[config.mk]
export PLATFORM = sky130hd
export DESIGN_NAME = pulse_capture_flat
export DESIGN_NICKNAME = d
export VERILOG_FILES = /design/src/rtl/pulse_capture_if.sv /design/src/rtl/pulse_capture.sv /design/src/flat_wrapper.sv
export SDC_FILE = /design/constraint.sdc
export NUM_CORES = 1
export LEC_CHECK = 0
export ABC_CLOCK_PERIOD_IN_PS = 2700
export CAP_MARGIN = 20
export CORE_ASPECT_RATIO = 1.2
export CORE_MARGIN = 2
export CORE_UTILIZATION = 52
export CTS_BUF_LIST = sky130_fd_sc_hd__clkbuf_8
export CTS_CLUSTER_DIAMETER = 30
export DETAILED_ROUTE_END_ITERATION = 6
export MAX_ROUTING_LAYER = met4
export PLACE_DENSITY = 0.78
export SETUP_SLACK_MARGIN = 0.2
export SYNTH_ARGS = -nofsm -noshare
export SYNTH_HDL_FRONTEND = slang
export SYNTH_SLANG_ARGS = --single-unit
[constraint.sdc]
create_clock -name S_AXI_ACLK -period 2.7 [get_ports S_AXI_ACLK]
set_input_delay 0.54 -clock S_AXI_ACLK [delete_from_list [all_inputs] [get_ports S_AXI_ACLK]]
set_output_delay 0.54 -clock S_AXI_ACLK [all_outputs]
set_load 0.1 [all_outputs]
[src/rtl/pulse_capture_if.sv]
// AXI4-Lite slave bus of pulse_capture. The address widens to 5 bits under
// PULSE_CAPTURE_EDGE_COUNT_EN so that the EDGES register at 0x10 is reachable.
interface pulse_capture_if;
`ifdef PULSE_CAPTURE_EDGE_COUNT_EN
  localparam int ADDR_W = 5;
`else
  localparam int ADDR_W = 4;
`endif
  logic [ADDR_W-1:0] AWADDR;
  logic              AWVALID;
  logic              AWREADY;
  logic [2:0]        AWPROT;
  logic [31:0]       WDATA;
  logic [3:0]        WSTRB;
  logic              WVALID;
  logic              WREADY;
  logic [1:0]        BRESP;
  logic              BVALID;
  logic              BREADY;
  logic [ADDR_W-1:0] ARADDR;
  logic              ARVALID;
  logic              ARREADY;
  logic [2:0]        ARPROT;
  logic [31:0]       RDATA;
  logic [1:0]        RRESP;
  logic              RVALID;
  logic              RREADY;

  modport slave (
    input  AWADDR, AWVALID, AWPROT, WDATA, WSTRB, WVALID, BREADY,
    input  ARADDR, ARVALID, ARPROT, RREADY,
    output AWREADY, WREADY, BRESP, BVALID, ARREADY, RDATA, RRESP, RVALID
  );
  modport master (
    output AWADDR, AWVALID, AWPROT, WDATA, WSTRB, WVALID, BREADY,
    output ARADDR, ARVALID, ARPROT, RREADY,
    input  AWREADY, WREADY, BRESP, BVALID, ARREADY, RDATA, RRESP, RVALID
  );
endinterface

[src/rtl/pulse_capture.sv]
// Pulse sample capture FIFO with AXI4-Lite register access (DATA/STATUS/CTRL/TOTAL).
// Optional EDGES rising-bit0 counter at 0x10 when PULSE_CAPTURE_EDGE_COUNT_EN is defined.
module pulse_capture #(
  parameter int FIFO_AW = 4
) (
  input  logic          S_AXI_ACLK,
  input  logic          S_AXI_ARESET,
  pulse_capture_if.slave axi,
  input  logic          S_AVST_VALID,
  input  logic [7:0]    S_AVST_DATA,
  output logic          S_AVST_READY
);
`ifdef PULSE_CAPTURE_EDGE_COUNT_EN
  localparam int ADDR_W = 5;
`else
  localparam int ADDR_W = 4;
`endif
  localparam int DEPTH = 1 << FIFO_AW;
  localparam logic [ADDR_W-1:0] A_DATA   = ADDR_W'(4'h0);
  localparam logic [ADDR_W-1:0] A_STATUS = ADDR_W'(4'h4);
  localparam logic [ADDR_W-1:0] A_CTRL   = ADDR_W'(4'h8);
  localparam logic [ADDR_W-1:0] A_TOTAL  = ADDR_W'(4'hC);

  typedef enum logic [1:0] {WRRESET, WRIDLE, WRDATA, WRRESP} wstate_t;
  typedef enum logic [1:0] {RDRESET, RDIDLE, RDDATA} rstate_t;

  wstate_t           wstate_q, wstate_d;
  rstate_t           rstate_q, rstate_d;
  logic [ADDR_W-1:0] awaddr_q, awaddr_d;
  logic [31:0]       rdata_q, rdata_d;
  logic [FIFO_AW:0]  wptr_q, wptr_d, rptr_q, rptr_d;
  logic              enable_q, enable_d;
  logic              overflow_q, overflow_d;
  logic              clear_q, clear_d;
  logic [31:0]       total_q, total_d;
  logic [7:0]        mem_q [DEPTH];

  logic aw_rdy, w_rdy, b_vld, ar_rdy, r_vld, wr_en, rd_en, ctrl_wr;
  logic full, empty, push, pop;
  logic [FIFO_AW:0] level;
  logic [31:0] status, rd_mux;
  logic unused_ok;

  assign unused_ok = ^{axi.AWPROT, axi.ARPROT, axi.WDATA[31:2], axi.WSTRB[3:1]};

  // Pointers carry one extra wrap bit: equal => empty, only MSB differs => full.
  assign empty  = (wptr_q == rptr_q);
  assign full   = (wptr_q[FIFO_AW] != rptr_q[FIFO_AW]) &&
                  (wptr_q[FIFO_AW-1:0] == rptr_q[FIFO_AW-1:0]);
  assign level  = wptr_q - rptr_q;
  assign status = {16'b0, 8'(level), 5'b0, overflow_q, full, empty};

  assign S_AVST_READY = enable_q & ~full;
  assign push         = S_AVST_VALID & S_AVST_READY;
  assign pop          = rd_en && (axi.ARADDR == A_DATA) && !empty;
  assign ctrl_wr      = wr_en && (awaddr_q == A_CTRL) && axi.WSTRB[0];

`ifdef PULSE_CAPTURE_EDGE_COUNT_EN
  logic [31:0] edges_q, edges_d;
  logic        prev_bit_q, prev_bit_d;

  always_comb begin
    edges_d    = edges_q;
    prev_bit_d = prev_bit_q;
    if (push) begin
      prev_bit_d = S_AVST_DATA[0];
      if (S_AVST_DATA[0] && !prev_bit_q) edges_d = edges_q + 32'd1;
    end
    if (clear_q) begin
      edges_d    = 32'h0;
      prev_bit_d = 1'b0;
    end
  end

  always_ff @(posedge S_AXI_ACLK or posedge S_AXI_ARESET) begin
    if (S_AXI_ARESET) begin
      edges_q    <= 32'h0;
      prev_bit_q <= 1'b0;
    end else begin
      edges_q    <= edges_d;
      prev_bit_q <= prev_bit_d;
    end
  end
`endif

  always_comb begin
    rd_mux = 32'h0;
    case (axi.ARADDR)
      A_DATA:   if (!empty) rd_mux = {23'b0, 1'b1, mem_q[rptr_q[FIFO_AW-1:0]]};
      A_STATUS: rd_mux = status;
      A_CTRL:   rd_mux = {31'b0, enable_q};
      A_TOTAL:  rd_mux = total_q;
`ifdef PULSE_CAPTURE_EDGE_COUNT_EN
      ADDR_W'(5'h10): rd_mux = edges_q;
`endif
      default:  rd_mux = 32'h0;
    endcase
  end

  always_comb begin
    wstate_d = wstate_q;
    awaddr_d = awaddr_q;
    aw_rdy   = 1'b0;
    w_rdy    = 1'b0;
    b_vld    = 1'b0;
    wr_en    = 1'b0;
    case (wstate_q)
      WRIDLE: begin
        aw_rdy = 1'b1;
        if (axi.AWVALID) begin
          awaddr_d = axi.AWADDR;
          wstate_d = WRDATA;
        end
      end
      WRDATA: begin
        w_rdy = 1'b1;
        if (axi.WVALID) begin
          wr_en    = 1'b1;
          wstate_d = WRRESP;
        end
      end
      WRRESP: begin
        b_vld = 1'b1;
        if (axi.BREADY) wstate_d = WRIDLE;
      end
      default: wstate_d = WRIDLE;
    endcase
  end

  always_comb begin
    rstate_d = rstate_q;
    rdata_d  = rdata_q;
    ar_rdy   = 1'b0;
    r_vld    = 1'b0;
    rd_en    = 1'b0;
    case (rstate_q)
      RDIDLE: begin
        ar_rdy = 1'b1;
        if (axi.ARVALID) begin
          rd_en    = 1'b1;
          rdata_d  = rd_mux;
          rstate_d = RDDATA;
        end
      end
      RDDATA: begin
        r_vld = 1'b1;
        if (axi.RREADY) rstate_d = RDIDLE;
      end
      default: rstate_d = RDIDLE;
    endcase
  end

  // A CLEAR registered at the W handshake overrides this cycle's push/pop.
  always_comb begin
    wptr_d     = wptr_q + (FIFO_AW+1)'(push);
    rptr_d     = rptr_q + (FIFO_AW+1)'(pop);
    total_d    = total_q + 32'(push);
    overflow_d = overflow_q | (S_AVST_VALID & enable_q & full);
    enable_d   = ctrl_wr ? axi.WDATA[0] : enable_q;
    clear_d    = ctrl_wr & axi.WDATA[1];
    if (clear_q) begin
      wptr_d     = '0;
      rptr_d     = '0;
      total_d    = 32'h0;
      overflow_d = 1'b0;
    end
  end

  always_ff @(posedge S_AXI_ACLK or posedge S_AXI_ARESET) begin
    if (S_AXI_ARESET) begin
      wstate_q   <= WRRESET;
      rstate_q   <= RDRESET;
      awaddr_q   <= '0;
      rdata_q    <= 32'h0;
      wptr_q     <= '0;
      rptr_q     <= '0;
      enable_q   <= 1'b0;
      overflow_q <= 1'b0;
      clear_q    <= 1'b0;
      total_q    <= 32'h0;
    end else begin
      wstate_q   <= wstate_d;
      rstate_q   <= rstate_d;
      awaddr_q   <= awaddr_d;
      rdata_q    <= rdata_d;
      wptr_q     <= wptr_d;
      rptr_q     <= rptr_d;
      enable_q   <= enable_d;
      overflow_q <= overflow_d;
      clear_q    <= clear_d;
      total_q    <= total_d;
    end
  end

  always_ff @(posedge S_AXI_ACLK) begin
    if (push) mem_q[wptr_q[FIFO_AW-1:0]] <= S_AVST_DATA;
  end

  assign axi.AWREADY = aw_rdy;
  assign axi.WREADY  = w_rdy;
  assign axi.BVALID  = b_vld;
  assign axi.BRESP   = 2'b00;
  assign axi.ARREADY = ar_rdy;
  assign axi.RVALID  = r_vld;
  assign axi.RDATA   = rdata_q;
  assign axi.RRESP   = 2'b00;
endmodule
[src/flat_wrapper.sv]
// flat-port wrapper written by rule: the top's interface ports become plain ports
module pulse_capture_flat 
#(
  parameter int FIFO_AW = 4
)
  (S_AXI_ACLK, S_AXI_ARESET, S_AVST_VALID, S_AVST_DATA, S_AVST_READY, axi_AWADDR, axi_AWVALID, axi_AWPROT, axi_WDATA, axi_WSTRB, axi_WVALID, axi_BREADY, axi_ARADDR, axi_ARVALID, axi_ARPROT, axi_RREADY, axi_AWREADY, axi_WREADY, axi_BRESP, axi_BVALID, axi_ARREADY, axi_RDATA, axi_RRESP, axi_RVALID);
  pulse_capture_if axi_i ();
  input  logic S_AXI_ACLK;
  input  logic S_AXI_ARESET;
  input  logic S_AVST_VALID;
  input  logic [7:0] S_AVST_DATA;
  output logic S_AVST_READY;
  input wire logic [$bits(axi_i.AWADDR)-1:0] axi_AWADDR;
  input wire logic [$bits(axi_i.AWVALID)-1:0] axi_AWVALID;
  input wire logic [$bits(axi_i.AWPROT)-1:0] axi_AWPROT;
  input wire logic [$bits(axi_i.WDATA)-1:0] axi_WDATA;
  input wire logic [$bits(axi_i.WSTRB)-1:0] axi_WSTRB;
  input wire logic [$bits(axi_i.WVALID)-1:0] axi_WVALID;
  input wire logic [$bits(axi_i.BREADY)-1:0] axi_BREADY;
  input wire logic [$bits(axi_i.ARADDR)-1:0] axi_ARADDR;
  input wire logic [$bits(axi_i.ARVALID)-1:0] axi_ARVALID;
  input wire logic [$bits(axi_i.ARPROT)-1:0] axi_ARPROT;
  input wire logic [$bits(axi_i.RREADY)-1:0] axi_RREADY;
  output wire logic [$bits(axi_i.AWREADY)-1:0] axi_AWREADY;
  output wire logic [$bits(axi_i.WREADY)-1:0] axi_WREADY;
  output wire logic [$bits(axi_i.BRESP)-1:0] axi_BRESP;
  output wire logic [$bits(axi_i.BVALID)-1:0] axi_BVALID;
  output wire logic [$bits(axi_i.ARREADY)-1:0] axi_ARREADY;
  output wire logic [$bits(axi_i.RDATA)-1:0] axi_RDATA;
  output wire logic [$bits(axi_i.RRESP)-1:0] axi_RRESP;
  output wire logic [$bits(axi_i.RVALID)-1:0] axi_RVALID;
  assign axi_i.AWADDR = axi_AWADDR;
  assign axi_i.AWVALID = axi_AWVALID;
  assign axi_i.AWPROT = axi_AWPROT;
  assign axi_i.WDATA = axi_WDATA;
  assign axi_i.WSTRB = axi_WSTRB;
  assign axi_i.WVALID = axi_WVALID;
  assign axi_i.BREADY = axi_BREADY;
  assign axi_i.ARADDR = axi_ARADDR;
  assign axi_i.ARVALID = axi_ARVALID;
  assign axi_i.ARPROT = axi_ARPROT;
  assign axi_i.RREADY = axi_RREADY;
  assign axi_AWREADY = axi_i.AWREADY;
  assign axi_WREADY = axi_i.WREADY;
  assign axi_BRESP = axi_i.BRESP;
  assign axi_BVALID = axi_i.BVALID;
  assign axi_ARREADY = axi_i.ARREADY;
  assign axi_RDATA = axi_i.RDATA;
  assign axi_RRESP = axi_i.RRESP;
  assign axi_RVALID = axi_i.RVALID;
  pulse_capture #(.FIFO_AW(FIFO_AW)) u_core (.S_AXI_ACLK(S_AXI_ACLK), .S_AXI_ARESET(S_AXI_ARESET), .axi(axi_i), .S_AVST_VALID(S_AVST_VALID), .S_AVST_DATA(S_AVST_DATA), .S_AVST_READY(S_AVST_READY));
endmodule
**Yosys cells after proc, flatten, opt, wreduce, memory -nomap -nowiden**

Memories as Yosys holds them, arrays and structs flattened.
Cells that the tools add are included.

- Reductions and logical operators: 11
- Bitwise gates (word level): 7
- Multiplexer cells: 24
- Equal/unequal tests: 17
- Add/sub/neg operators: 4

Operator list:

| operator | count |
|---|---|
| $pmux W32 S4 | 1 |
| $add A32 B1 Y32 | 1 |
| $mux W32 | 1 |
| $eq A4 B4 Y1 const B | 3 |
| $mux W1 | 12 |
| $add A5 B1 Y5 | 2 |
| $mux W2 | 5 |
| $mux W5 | 2 |
| $ne A2 B2 Y1 const B | 5 |
| $mux W9 | 1 |
| $eq A2 B2 Y1 const B | 3 |
| $pmux W2 S3 | 1 |
| $reduce_and A2 Y1 | 3 |
| $and A1 B1 Y1 | 5 |
| $eq A5 B5 Y1 | 1 |
| $logic_and A1 B1 Y1 | 5 |
| $sub A5 B5 Y5 | 1 |
| $eq A2 B1 Y1 const B | 2 |
| $eq A4 B3 Y1 const B | 1 |
| $eq A4 B4 Y1 | 1 |
| $logic_not A4 Y1 | 1 |
| $pmux W2 S2 | 1 |
| $reduce_and A3 Y1 | 1 |
| $logic_not A1 Y1 | 1 |
| 3 further kinds | 3 |

- Input port bits: 66
- Memories kept: 1
- Flip-flop bits (word level): 85
- RAM bits: 128
- Word-level logic and storage cells: 74
- Output and inout bits: 42

Memories:

| memory | words | bits a word | rd ports | clocked after Yosys merged registers in | write ports | RTL line | source |
|---|---|---|---|---|---|---|---|
| u_core.mem_q | 16 | 8 | 1 | 0 | 1 | pulse_capture.sv:36 | `logic [7:0] mem_q [DEPTH];` |

**Logic depth before layout (Yosys ltp)**

- Word-level depth: 7
- Gate-level depth with buffers: 14
- Gate-level depth less buffers: 11

**Worst setup path after synthesis**

OpenSTA, ideal clock, no wires.

- Path type: register to output
- Start point: reg u_core.rptr_q[1]
- End point: out S_AVST_READY
- Path slack: -0.657 ns
- Cell stages (with the launch flop): 7
- Path buffers: 1
- Data arrival time: 2.817 ns
- Data required time: 2.160 ns
- Cells stage by stage: dfrtp_1 -> inv_2 -> buf_1 -> ha_1 -> nand4_1 -> nor2_1 -> nor2b_1

- Longest elaborated chain between the ends: 4

RTL lines:

| element | RTL line | source |
|---|---|---|
| start, declared | pulse_capture.sv:31 | `logic [FIFO_AW:0] wptr_q, wptr_d, rptr_q, rptr_d;` |
| start signal, assigned | pulse_capture.sv:187 | `rptr_q <= rptr_d;` |
| $eq A4 B4 Y1 | pulse_capture.sv:49 | `(wptr_q[FIFO_AW-1:0] == rptr_q[FIFO_AW-1:0]);` |
| $logic_and A1 B1 Y1 | pulse_capture.sv:48 | `assign full = (wptr_q[FIFO_AW] != rptr_q[FIFO_AW]) &&` |
| $not A1 Y1 | pulse_capture.sv:53 | `assign S_AVST_READY = enable_q & ~full;` |
| $and A1 B1 Y1 | pulse_capture.sv:53 |  |
| end, declared | flat_wrapper.sv:12 | `output logic S_AVST_READY;` |

Every way passes these cells.

**Worst setup path in the final report**

- Start point: reg u_core.wptr_q[3]
- End point: out S_AVST_READY

- Longest elaborated chain between the ends: 4

RTL lines:

| element | RTL line | source |
|---|---|---|
| start, declared | pulse_capture.sv:31 |  |
| start signal, assigned | pulse_capture.sv:186 | `wptr_q <= wptr_d;` |
| $eq A4 B4 Y1 | pulse_capture.sv:49 |  |
| $logic_and A1 B1 Y1 | pulse_capture.sv:48 |  |
| $not A1 Y1 | pulse_capture.sv:53 |  |
| $and A1 B1 Y1 | pulse_capture.sv:53 |  |

Every way passes these cells.

==> impl_metrics.env <==
export IMPL_proportion_of_layout_cells_with_a_drive_suffix_above_1_pct=28.5
export IMPL_worst_ir_drop_vdd_uv=541
export IMPL_route_detailed_drc=0
export IMPL_number_of_buffer_cells_added_on_primary_ports=64
export IMPL_clk_root_buffer_cell="clkbuf_8"
export IMPL_drt_pre_antenna_iters=7
export IMPL_relSlewSlack_pct=55.4
export IMPL_timing_setup_critical_path_class="reg2out"
export IMPL_diodes=0
export IMPL_min_period_ns=2.47
export IMPL_pin_count=108
export IMPL_post_synth_xor_area_fraction_pct=3.19
export IMPL_detail_route_wirelength_um=19300
export IMPL_yosys_area_top_type_share_pct=42.4
export IMPL_max_clock_path_buffers=3
export IMPL_critical_path_endpoint_type="output port"
export IMPL_clkSinkCount=213
export IMPL_global_route_wire_length_before_repair_um=31000
export IMPL_rows=52
export IMPL_post_synth_cell_area_avg_um2=14.8
export IMPL_yosys_warnings=0
export IMPL_ys_top_cells_by_area="edfxtp_1, dfrtp_1, mux4_2"
export IMPL_tritoncts="done"
export IMPL_drt_first_iter_violations=378
export IMPL_report_final_setup_viol=0
export IMPL_post_synth_mux_area_share_pct=9.55
export IMPL_grt_max_degree=78
export IMPL_design_core_area_um2=17000
export IMPL_finalHoldViolations=0
export IMPL_hpwlAfterDp_um=13000
export IMPL_grt_overflow_total=0
export IMPL_start_util_pct=53.4
export IMPL_drv_slew=0
export IMPL_critical_path_cell_chain="ha_4 > nand4_1 > nor2_4 > nor2b_4 > buf_12"
export IMPL_syn_instance_count=612
export IMPL_synth_top_cell_by_area="edfxtp_1"
export IMPL_critical_path_depth=5
export IMPL_cap_violations=0
export IMPL_tightestPinTransition_ns=0.669
export IMPL_start_kind="flop"
export IMPL_stdcell_area_um2=11100
export IMPL_synth_most_common_cell="edfxtp_1"
export IMPL_placed_cell_area_um2=10100
export IMPL_die_area_um2=18500
export IMPL_synth_simple_area_share_pct=10.6
export IMPL_critPathArrivalTime_ns=1.93
export IMPL_grt_setup_unrepaired="true"
export IMPL_insertion_delay_ns=0.55
export IMPL_drt_vias_per_instance=5.65
export IMPL_async_flop_share_pct=39.9
export IMPL_vias=5565
export IMPL_compound_cell_area_share_of_the_yosys_netlist_pct=6.03
export IMPL_cp_data_required_time_ns=2.16
export IMPL_cts_buffers=42
export IMPL_synth_sequential_area_ratio_pct=65.9
export IMPL_synth_adder_area_share_pct=2.15
export IMPL_critPathSlowestCell="dfrtp_1"
export IMPL_timing_critical_path_fanout_max=4
export IMPL_run_status="finished clean"
export IMPL_hold_class="in2async"
export IMPL_initial_antenna_violation_count=0
export IMPL_synth_cell_types=56
export IMPL_chipWidth_um=125
export IMPL_postSynthRegisterBits=213
export IMPL_gpl_final_weighted_congestion=0.852
export IMPL_layout_area_overhead_vs_synth_pct=22.2
export IMPL_synth_top_family_by_area="simple AND/OR/NAND/NOR gates"
export IMPL_p_leak_uw=0.00446
export IMPL_ys_flop_type="edfxtp_1"
export IMPL_critPathTopFamily="simple AND/OR/NAND/NOR gates"
export IMPL_synth_common_cells="edfxtp_1, dfrtp_1, nor2_1"
export IMPL_number_of_global_route_vias_before_repair=5788
export IMPL_cts_htree_levels=2
export IMPL_antenna_violating_nets_left=0
export IMPL_chipHeight_um=149
export IMPL_final_core_utilization_pct=65.2
export IMPL_number_of_flops_mapped_to_enable_cells_by_yosys=128
export IMPL_max_freq_mhz=406
export IMPL_power_density_nw_per_um2=838
export IMPL_clk_pin_slew_worst_paths_ns=0.06
export IMPL_share_of_the_clock_period_used_by_the_worst_path_pct=91.3
export IMPL_critical_path_n_buffers_inverters=1
export IMPL_syn_area_um2=9060
export IMPL_cp_slowest_stage_delay_ns=0.41
export IMPL_reg2reg_depth=8
export IMPL_finalNetCount=817
export IMPL_wl_per_cell_um=19.6
export IMPL_worst_clock_skew_ns=0.0359
export IMPL_grt_use_total_pct=22.2
## logic make-up after synthesis
family / Yosys count
XOR/XNOR: 33
AND/OR/NAND/NOR: 178
buffers and inverters: 47
multiplexers: 48
other: 1
adder cells (fa/ha/maj): 15
AO/OA/AOI/OAI: 77
flip-flops: 213
## final cells by class
class | instances | area [um^2]
inverter | 16 | 63.8
timing repair buffer | 108 | 926
tap | 216 | 270
clock inverter | 32 | 218
sequential | 213 | 5970
fill | 1185 | 5910
clock buffer | 45 | 619
multi-input combinational | 355 | 3010
## stage by stage
step / instances / hold slack (ns) / total power [uW] / setup TNS [ns] / worst slack (ns)
after global routing: 985 / 0.322 / 9690 / 0 / 0.154
after global placement: 903 / 0.489 / 6060 / 0 / 0.0760
after CTS: 981 / 0.305 / 9290 / 0 / 0.168
after detailed placement: 903 / 0.496 / 6130 / -0.00644 / -0.00644
after floorplan: 615 / 0.459 / 5520 / 0 / 0.196
final: 985 / 0.313 / 9280 / 0 / 0.234
## final timing paths
| kind | startpoint | endpoint | slack [ns] |
|---|---|---|---|
| hold / removal | S_AXI_ARESET | u_core.clear_q | 0.31 |
| min in group S_AXI_ACLK | u_core.axi.RDATA[22] | u_core.axi.RDATA[22] | 0.50 |
| max in group asynchronous | S_AXI_ARESET | u_core.rptr_q[0] | 1.74 |
| setup reg to reg | u_core.wptr_q[0] | u_core.mem_q[1][6] | 0.30 |
| setup / recovery | u_core.wptr_q[3] | S_AVST_READY | 0.23 |
| hold reg to reg | u_core.axi.RDATA[22] | u_core.axi.RDATA[22] | 0.50 |
## power breakdown
| part | switching [uW] | internal (uW) | total, uW |
|---|---|---|---|
| clock | 1370 | 1760 | 3120 |
| combinational | 1470 | 927 | 2390 |
| sequential | 131 | 3630 | 3760 |
| total | 2960 | 6310 | 9280 |
## flip-flops by register name, summed over array words and instances, names as in the netlist
signal             flops
u_core.total_q        32
u_core.mem_q         128
u_core.rptr_q          5
u_core.wstate_q        2
u_core.awaddr_q        4
u_core.wptr_q          5
u_core.overflow_q      1
u_core.clear_q         1
u_core.rstate_q        2
u_core.enable_q        1
u_core.axi.RDATA      32
## layout by cell type (no fill, tap or decap), types with 18 or more instances in the layout
cell | synthesis | final
edfxtp_1 | 128 | 128
dfrtp_1 | 85 | 84
buf_4 | 4 | 78
nor2_1 | 50 | 47
clkbuf_8 | 0 | 45
nand2_1 | 45 | 44
mux4_2 | 30 | 30
clkdlybuf4s50_1 | 0 | 26
a22o_1 | 24 | 24
xor2_1 | 20 | 20
inv_1 | 15 | 18
nand3_1 | 18 | 18
## repair_timing
item	CTS	global route
hold buffers	0	0
cloned	0	0
buffers inserted	1	4
pin swaps	2	4
resized for setup	3	6
setup endpoints to repair	7	21
## per-layer routing
layer | track usage (%) | up-vias | wire, um
li1 | - | 2556 | -
met1 | 25.6 | 2817 | 7420
met2 | 38.0 | 161 | 10400
met3 | 5.40 | 31 | 970
met4 | 8.37 | 0 | 529
met5 | - | - | 0
Power figures use the tool's default switching activity.
